===== src/rtl/display_scheduler.sv =====
// display_scheduler: arbitrates four requesters for a shared 8-digit display.
// A granted value is held for at least DWELL_CYCLES clocks; the current owner
// may refresh its value during the dwell without restarting it. A free-running
// divider produces scan_tick for the digit-select logic.
// Optional build macro: DISP_SCHED_FIXED_PRIO_EN selects fixed priority
// (lowest index wins) instead of round-robin arbitration.
module display_scheduler #(
  parameter int unsigned DWELL_CYCLES = 50_000_000,
  parameter int unsigned REFRESH_DIV  = 100_000
) (
  input  logic         i_clk,
  input  logic         i_rst_n,
  input  logic [3:0]   i_req,
  input  logic [127:0] i_req_data,
  output logic [3:0]   o_ack,
  output logic [31:0]  o_disp_num,
  output logic [1:0]   o_disp_owner,
  output logic         o_disp_valid,
  output logic         o_scan_tick
);

  localparam int unsigned NREQ = 4;
  localparam int unsigned DW   = 32;
  localparam int unsigned CW   = 32;
  localparam int unsigned RW   = 24;

  typedef enum logic [1:0] {
    S_IDLE  = 2'd0,
    S_GRANT = 2'd1,
    S_HOLD  = 2'd2
  } state_t;

  state_t          r_state;
  state_t          w_state_nxt;
  logic            w_capture;
  logic            w_grant;
  logic            w_refresh;
  logic [1:0]      w_win;
  logic [1:0]      r_win;
  logic [DW-1:0]   r_win_data;
  logic [CW-1:0]   r_dwell;
  logic [RW-1:0]   r_refresh_cnt;
  logic [3:0]      r_ack;
  logic [DW-1:0]   r_disp_num;
  logic [1:0]      r_disp_owner;
  logic            r_disp_valid;
  logic            r_scan_tick;

`ifdef DISP_SCHED_FIXED_PRIO_EN
  // Fixed priority: lowest requesting index wins.
  always_comb begin
    w_win = '0;
    for (int i = int'(NREQ) - 1; i >= 0; i--) begin
      if (i_req[i]) w_win = 2'(i);
    end
  end
`else
  logic [1:0] r_last;
  logic [1:0] w_idx;

  // Round-robin: search starts one past the last winner.
  always_comb begin
    w_win = r_last;
    w_idx = '0;
    for (int k = int'(NREQ) - 1; k >= 0; k--) begin
      w_idx = r_last + 2'(k) + 2'd1;
      if (i_req[w_idx]) w_win = w_idx;
    end
  end

  // Round-robin pointer tracks the most recent winner.
  always_ff @(posedge i_clk or negedge i_rst_n) begin
    if (!i_rst_n) begin
      r_last <= 2'd3;
    end else if (w_capture) begin
      r_last <= w_win;
    end
  end
`endif

  // FSM state register.
  always_ff @(posedge i_clk or negedge i_rst_n) begin
    if (!i_rst_n) begin
      r_state <= S_IDLE;
    end else begin
      r_state <= w_state_nxt;
    end
  end

  // Next-state and per-cycle strobes.
  always_comb begin
    w_state_nxt = r_state;
    w_capture   = 1'b0;
    w_grant     = 1'b0;
    w_refresh   = 1'b0;
    case (r_state)
      S_IDLE: begin
        if (|i_req) begin
          w_capture   = 1'b1;
          w_state_nxt = S_GRANT;
        end
      end
      S_GRANT: begin
        w_grant     = 1'b1;
        w_state_nxt = S_HOLD;
      end
      S_HOLD: begin
        if (r_dwell == '0) begin
          // Expiry: arbitration wins over an owner refresh in the same cycle.
          if (|i_req) begin
            w_capture   = 1'b1;
            w_state_nxt = S_GRANT;
          end else begin
            w_state_nxt = S_IDLE;
          end
        end else if (i_req[r_disp_owner]) begin
          w_refresh = 1'b1;
        end
      end
      default: begin
        w_state_nxt = S_IDLE;
      end
    endcase
  end

  // Winner capture, display registers, ack pulse and dwell counter.
  always_ff @(posedge i_clk or negedge i_rst_n) begin
    if (!i_rst_n) begin
      r_win        <= '0;
      r_win_data   <= '0;
      r_ack        <= '0;
      r_disp_num   <= '0;
      r_disp_owner <= '0;
      r_disp_valid <= 1'b0;
      r_dwell      <= '0;
    end else begin
      r_ack <= '0;
      if (w_capture) begin
        r_win      <= w_win;
        r_win_data <= i_req_data[{w_win, 5'd0} +: DW];
      end
      if (w_grant) begin
        r_disp_num   <= r_win_data;
        r_disp_owner <= r_win;
        r_disp_valid <= 1'b1;
        r_ack        <= 4'b0001 << r_win;
        r_dwell      <= CW'(DWELL_CYCLES - 1);
      end else if ((r_state == S_HOLD) && (r_dwell != '0)) begin
        r_dwell <= r_dwell - CW'(1);
      end
      if (w_refresh) begin
        r_disp_num <= i_req_data[{r_disp_owner, 5'd0} +: DW];
        r_ack      <= 4'b0001 << r_disp_owner;
      end
    end
  end

  // Free-running scan divider, independent of the FSM.
  always_ff @(posedge i_clk or negedge i_rst_n) begin
    if (!i_rst_n) begin
      r_refresh_cnt <= '0;
      r_scan_tick   <= 1'b0;
    end else if (r_refresh_cnt == RW'(REFRESH_DIV - 1)) begin
      r_refresh_cnt <= '0;
      r_scan_tick   <= 1'b1;
    end else begin
      r_refresh_cnt <= r_refresh_cnt + RW'(1);
      r_scan_tick   <= 1'b0;
    end
  end

  assign o_ack        = r_ack;
  assign o_disp_num   = r_disp_num;
  assign o_disp_owner = r_disp_owner;
  assign o_disp_valid = r_disp_valid;
  assign o_scan_tick  = r_scan_tick;

endmodule


===== config.mk =====
export PLATFORM = sky130hd
export DESIGN_NAME = display_scheduler
export DESIGN_NICKNAME = d
export VERILOG_FILES = /design/src/rtl/display_scheduler.sv
export SDC_FILE = /design/constraint.sdc
export NUM_CORES = 1
export LEC_CHECK = 0
export CAP_MARGIN = 0
export CORE_UTILIZATION = 53
export CTS_BUF_LIST = sky130_fd_sc_hd__clkbuf_2
export DETAILED_ROUTE_END_ITERATION = 10
export PLACE_DENSITY = 0.83
export SYNTH_ARGS = -nofsm -noshare
export SYNTH_HDL_FRONTEND = slang
export SYNTH_SLANG_ARGS = --single-unit
export TNS_END_PERCENT = 5

===== constraint.sdc =====
create_clock -name i_clk -period 3.3 [get_ports i_clk]
set_clock_uncertainty 0.05 [all_clocks]
set_input_delay 0.66 -clock i_clk [delete_from_list [all_inputs] [get_ports i_clk]]
set_output_delay 0.66 -clock i_clk [all_outputs]
set_load 0.02 [all_outputs]

==> results of run 1 <==
## path summary, 6_finish.rpt
check	from	to	slack, ns	depth (start not counted)
worst max-delay path	o_disp_owner[0]$_DFFE_PN0P_	o_disp_owner[0]	0.39	1
worst min-delay path	i_rst_n	o_disp_num[22]$_DFFE_PN0P_	0.38	2
worst max register to register	r_dwell[9]$_DFFE_PN0P_	r_dwell[20]$_DFFE_PN0P_	0.44	6
worst min register to register	r_refresh_cnt[0]$_DFF_PN0_	r_refresh_cnt[0]$_DFF_PN0_	0.43	1
max in group asynchronous	i_rst_n	r_last[0]$_DFFE_PN1P_	1.93	3
min in group i_clk	r_refresh_cnt[0]$_DFF_PN0_	r_refresh_cnt[0]$_DFF_PN0_	0.43	1
## logic make-up after synthesis
logic type / share of synthesized area
AOI/OAI and AO/OA: 0.233
xor gates and xnor gates: 0.0233
adders and majority gates: 0.00453
buffers and inverters: 0.0576
DFF: 0.405
muxes: 0.105
and+or+nand+nor: 0.171
## stage by stage
stage	utilization	hold WS [ns]	worst slack [ns]	power (mW)
after floorplan	-	0.314	0.638	5.46
after global placement	0.677	0.397	0.564	7.13
after detailed placement	0.677	0.402	0.489	7.25
after CTS	0.692	0.346	0.328	8.20
after global routing	0.693	0.367	0.282	8.70
final	0.693	0.384	0.389	8.28
## sequential cells by signal, summed over array words and instances (netlist names)
register and count:
o_disp_num 32, r_dwell 32, r_win_data 32, r_refresh_cnt 24, o_ack 4, o_disp_owner 2, r_last 2, r_state 2
r_win 2, o_disp_valid 1, o_scan_tick 1
## placed cells by master (no fill, tap or decap), types with 4 or more instances in the layout
master / instances
a21oi_1: 5
nand2_1: 95
nor2_1: 94
buf_4: 27
nand2b_1: 4
clkinv_2: 4
clkdlybuf4s50_1: 172
a221oi_1: 32
inv_1: 42
clkinvlp_4: 4
o21ai_0: 46
clkinv_1: 4
dfrtp_1: 130
xor2_1: 12
o211ai_1: 4
and3_1: 5
a211oi_1: 66
nand3_1: 24
a221o_1: 32
clkbuf_2: 18
nor4_1: 7
mux2i_1: 9
buf_12: 5
or3_1: 13
nor3_1: 18
o31ai_1: 43
mux4_2: 33
or4_1: 12
xnor2_1: 10
nand4_1: 11
## metal layers
| layer | track usage | wire length, um | vias to the layer above |
|---|---|---|---|
| li1 | - | - | 3654 |
| met1 | 0.383 | 9500 | 3873 |
| met2 | 0.540 | 12500 | 518 |
| met3 | 0.0980 | 2840 | 73 |
| met4 | 0.151 | 781 | 0 |
| met5 | 0 | 0 | - |
## cells in the mapped netlist, types with 2 or more instances
library cell    n
o21ai_0        46
nand2_1        95
nor4_1          7
nor3_1         18
xor2_1         12
and4_1          3
a22o_1          2
buf_4           3
ha_1            3
inv_1          42
nor2_1         95
a221oi_1       32
dfstp_2         2
mux2i_1         9
buf_2           6
a211oi_1       66
o311ai_0        3
or4_1          12
xnor2_1        10
nand4_1        11
a31oi_1         4
mux4_2         33
and3_1          5
dfrtp_1       132
a221o_1        32
and2_1          3
o211ai_1        4
mux2_2          3
clkbuf_1       59
buf_1           7
o41ai_1         2
a311oi_1        3
nand2b_1        4
nand3_1        24
a21oi_1         7
nor2b_1         2
clkinv_1        2
o32ai_1         3
nor4b_1         3
or3_1          13
o31ai_1        43
## cell type report
class,count,area (um^2)
fill,1174,4670
multi-input combinational,626,4490
sequential,134,3360
timing repair buffer,206,2050
tap,188,235
inverter,44,165
clock inverter,14,135
clock buffer,18,90.1
antenna,2,5.00
## where the power goes
group          internal [mW]  total (mW)  switching, mW
clock network          0.341       0.970          0.629
logic                   2.04        4.74           2.71
registers               2.14        2.57          0.430
total                   4.52        8.28           3.76
## timing repair
item,CTS,global route
setup endpoints to repair,0,0
hold endpoints to repair,53,0
hold buffers,1,0
gates resized for setup,0,0
==> flow_summary_export.csv, run 1 <==
group,metric,value,unit
worst_setup_path,worstPathArrival,2.20,ns
cts,clockBufferDepth,2,
global_routing,overflow,0,
floorplan,die_w,127,um
global_routing,grt_util_all_layers,0.323,
routing,vias_per_cell,6.59,
synthesis,synthCells,880,
placement,dpl_cell_area,10300,um^2
timing,fmax,344,MHz
routing,drtAntennaViolNets,0,
cts,clk_latency,0.74,ns
synthesis,syn_avg_cell_area,9.41,um^2
global_routing,antenna_found_initial,1,
finish,finalInstanceArea,10500,um^2
routing,drt_pre_antenna_iters,6,
worst_setup_path,worst-path-buf-inv,1,
floorplan,fp.coreArea,15200,um^2
timing,grt_setup_unrepaired,"no",
synthesis,async_flop_share,1.00,
finish,nNetsFinal,1166,
floorplan,die_area,16100,um^2
synthesis,synth_top_cell_by_area,"dfrtp_1",
synthesis,yosys-top-cells-area,"dfrtp_1 (40%), mux4_2 (9.0%), a211oi_1 (6.0%), nand2_1 (4.3%), nor2_1 (4.3%)",
finish,drive_gt1_frac,0.110,
timing,finalSetupTns,0,ns
finish,final_cells,1232,
cts,clk_pin_slew_worst_paths,0.22,ns
worst_setup_path,max_stage_delay,0.76,ns
job,cap_violations,0,
routing,post_drt_wl_per_cell,20.8,um
placement,dp.cells,1197,
timing,setup_viol,0,
routing,vias,8118,
synthesis,synth_nets,1017,
cts,htree_levels,4,
placement,hpwl,17100,um
routing,drtIter0Drc,881,
global_routing,grt_max_degree,56,
timing,hold_viol,0,
floorplan,initial_utilization,0.545,
timing,fin_crit_sh,0.882,
synthesis,synth_edf_count,0,
global_routing,grt_pass1_vias,8060,
hold_path,hold_path.class,"input pin to asynchronous set/reset pin",
cts,ctsRootBufferMaster,"clkbuf_2",
worst_setup_path,startpoint_type,"register",
synthesis,synth_warnings,0,
routing,drc,0,
synthesis,yosysSeqAreaShare,0.405,
power_and_ir_drop,vdd_drop_max,0.000404,V
power_and_ir_drop,power_density,787,nW/um^2
worst_setup_path,worstPathCellList,"clkdlybuf4s50_1",
worst_setup_path,crit_slowest_cell,"dfrtp_2",
synthesis,synth_flop_cell,"dfrtp_1",
synthesis,synth_cell_types,56,
cts,cts_buffers,17,
routing,drt-total-wl,25600,um
worst_setup_path,required,2.59,ns
worst_setup_path,path_class,"register to output pin",
cts,cts_setup_buffers,0,
placement,io_buffer_count,173,
worst_setup_path,cp_top_family,"flip-flops",
cts,numClockSinks,134,
finish,area_growth,27.2,%
synthesis,yosysTopAreaCellShare,0.399,
timing,period_minus_slack,2.91,ns
placement,gp_congestion,0.896,
worst_setup_path,crit_path_max_fanout,19,
cts,cts_tree,"built",
outcome,outcome,"completed",
synthesis,synth_area,8280,um^2
global_routing,grt_pass1_wl,40300,um
timing,finalMaxSlewViolations,0,
timing,worst_slew_margin_rel,0.377,
floorplan,rows,45,
worst_setup_path,critical_path.endpoint_type,"output pin",
synthesis,ys_ff_latch,134,
timing,tightestPinTransition,0.934,ns
floorplan,die_h,127,um
floorplan,io_pins,174,
power_and_ir_drop,power_leakage,4.21,nW
Note: power is estimated with default switching activity, not from simulation.
==> run 2, diff against run 1 <==
--- a/config.mk
+++ b/config.mk
@@ -6,10 +6,12 @@
 export NUM_CORES = 1
 export LEC_CHECK = 0
 export CAP_MARGIN = 0
+export CORE_MARGIN = 5
 export CORE_UTILIZATION = 53
 export CTS_BUF_LIST = sky130_fd_sc_hd__clkbuf_2
 export DETAILED_ROUTE_END_ITERATION = 10
 export PLACE_DENSITY = 0.83
+export SLEW_MARGIN = 30
 export SYNTH_ARGS = -nofsm -noshare
 export SYNTH_HDL_FRONTEND = slang
 export SYNTH_SLANG_ARGS = --single-unit
==> run 2 against run 1 <==
  * The flow now finishes with violations (DRC)
  * Die area increased by 13%
  * Largest power group unchanged
  * Sequential share of layout area down 0.11 points
  * Critical path depth grew 5
  * Highest routed layer unchanged
  * Total power is 0.56% higher
  * Hold slack gained 0.050 ns
  * Clock-buffer cell count down 1
==> flow_summary_export.csv, run 2 (synthesis results as in run 1) <==
group,metric,value,unit
outcome,outcome,"finished, violations left",
outcome,violations,"DRC",
timing,hold_viol,0,
cts,cts_buffers,17,
worst_setup_path,worst-path-buf-inv,1,
routing,drtIter0Drc,817,
worst_setup_path,path_class,"register to register",
cts,clk_latency,0.73,ns
finish,final_common_cell,"clkdlybuf4s50_1",
power_and_ir_drop,vdd_drop_max,0.000421,V
timing,fin_crit_sh,0.896,
finish,multiInputGateArea,4490,um^2
cts,clk_pin_slew_worst_paths,0.21,ns
timing,finalMaxSlewViolations,0,
timing,setup_viol,0,
worst_setup_path,startpoint_type,"register",
cts,clockBufferDepth,2,
timing,worst_slew_margin_rel,0.360,
floorplan,die_h,135,um
floorplan,die_area,18200,um^2
global_routing,grt_pass1_wl,42400,um
timing,tightestPinTransition,0.958,ns
placement,pre_cts_slack,0.416,ns
worst_setup_path,cp_top_family,"simple AND/OR/NAND/NOR gates",
floorplan,io_pins,174,
routing,drt_pre_antenna_iters,9,
floorplan,fp.coreArea,15300,um^2
placement,dpl_cell_area,10300,um^2
cts,cts_setup_buffers,0,
global_routing,grt_max_degree,82,
power_and_ir_drop,power_leakage,4.22,nW
timing,fmax,338,MHz
floorplan,initial_utilization,0.543,
finish,seqCellArea,3360,um^2
finish,area_growth,27.6,%
job,cap_violations,0,
routing,post_drt_wl_per_cell,20.8,um
placement,gp_congestion,0.878,
routing,drc,1,
global_routing,overflow,0,
routing,drtAntennaViolNets,0,
global_routing,grt_pass1_vias,8505,
cts,cts_tree,"built",
timing,finalSetupTns,0,ns
power_and_ir_drop,power_density,789,nW/um^2
worst_setup_path,worstPathArrival,3.49,ns
finish,layout_common_cells,"clkdlybuf4s50_1 (172), dfrtp_1 (130), nand2_1 (95)",
finish,fillers,1152,
worst_setup_path,required,3.83,ns
finish,nNetsFinal,1164,
worst_setup_path,max_stage_delay,0.70,ns
power_and_ir_drop,power,8.33,mW
cts,numClockSinks,134,
worst_setup_path,crit_slowest_cell,"or4_1",
routing,vias,8208,
global_routing,antenna_found_initial,1,
routing,drt-total-wl,26000,um
worst_setup_path,critical_path.endpoint_type,"register",
placement,io_buffer_count,173,
finish,final_core_util,0.692,
routing,vias_per_cell,6.56,
worst_setup_path,worstPathCellList,"or4_1 > or4_4 > o311ai_2 > buf_4 > or3_1 > nand3_1",
floorplan,die_w,135,um
placement,hpwl,17800,um
global_routing,grt_util_all_layers,0.292,
worst_setup_path,crit_path_max_fanout,11,
finish,drive_gt1_frac,0.111,
timing,period_minus_slack,2.96,ns
cts,htree_levels,4,
timing,worst_slack,0.343,ns
finish,finalInstanceArea,10600,um^2
timing,grt_setup_unrepaired,"no",
cts,ctsRootBufferMaster,"clkbuf_2",
hold_path,hold_path.class,"register to register",
floorplan,rows,45,
## run 2: cell types whose count changed in the layout (fill, tap and decap cells not counted), sizes merged
cell,change
buf,-2
inv,+3
clkinv,-1
clkinvlp,-2
clkbuf,-1
diode,-1
bufinv,+1
## run 2: final cells by class
cell class              count  area share
diodes                      1    0.000237
clock buffers              17     0.00805
clock inverters            15      0.0167
inverters                  44      0.0156
multi-input cells         626       0.425
flip-flops and latches    134       0.318
well taps                 211      0.0250
repair buffers            204       0.191
## run 2: path summary, 6_finish.rpt
| path | slack [ns] | startpoint | cells after the start | end |
|---|---|---|---|---|
| max in group asynchronous | 1.95 | i_rst_n | 3 | o_disp_num[11]$_DFFE_PN0P_ |
| hold reg to reg | 0.43 | r_refresh_cnt[0]$_DFF_PN0_ | 1 | r_refresh_cnt[0]$_DFF_PN0_ |
| setup reg to reg | 0.34 | r_dwell[9]$_DFFE_PN0P_ | 6 | r_dwell[14]$_DFFE_PN0P_ |
| setup / recovery | 0.34 | r_dwell[9]$_DFFE_PN0P_ | 6 | r_dwell[14]$_DFFE_PN0P_ |
| min in group asynchronous | 0.46 | i_rst_n | 2 | r_dwell[3]$_DFFE_PN0P_ |
| hold / removal | 0.43 | r_refresh_cnt[0]$_DFF_PN0_ | 1 | r_refresh_cnt[0]$_DFF_PN0_ |
## run 2: per-layer routing
metal	track usage	wire length, um	vias to the layer above
met5	0	0	-
met4	0.153	995	0
met3	0.0801	2590	99
met2	0.467	12700	506
met1	0.363	9790	3960
li1	-	-	3643
## run 2: what timing repair did
action                                  CTS  global route
resized for setup                         0             0
endpoints found under the setup margin    0             0
endpoints found under the hold margin    78             0
hold buffers                              1             0
## run 2: worst reg2reg max path, delay by kind of cell, from the launching register on
kind / cells / cell delay, ns
simple gates: 4 / 1.51
buf+inv: 1 / 0.26
flops: 1 / 0.49
compound gates: 1 / 0.51
## run 2: report_power, final
part / leakage [nW] / total (mW) / switching (mW) / internal (mW)
clock network: 0.153 / 1.09 / 0.661 / 0.428
registers: 1.63 / 2.53 / 0.383 / 2.14
logic: 2.43 / 4.71 / 2.70 / 2.01
## run 2: through the flow
step	hold WS, ns	std cells
2_1_floorplan	0.314	880
3_3_place_gp	0.395	1218
3_5_place_dp	0.410	1218
4_1_cts	0.433	1251
5_1_grt	0.446	1252
6_report	0.433	1252
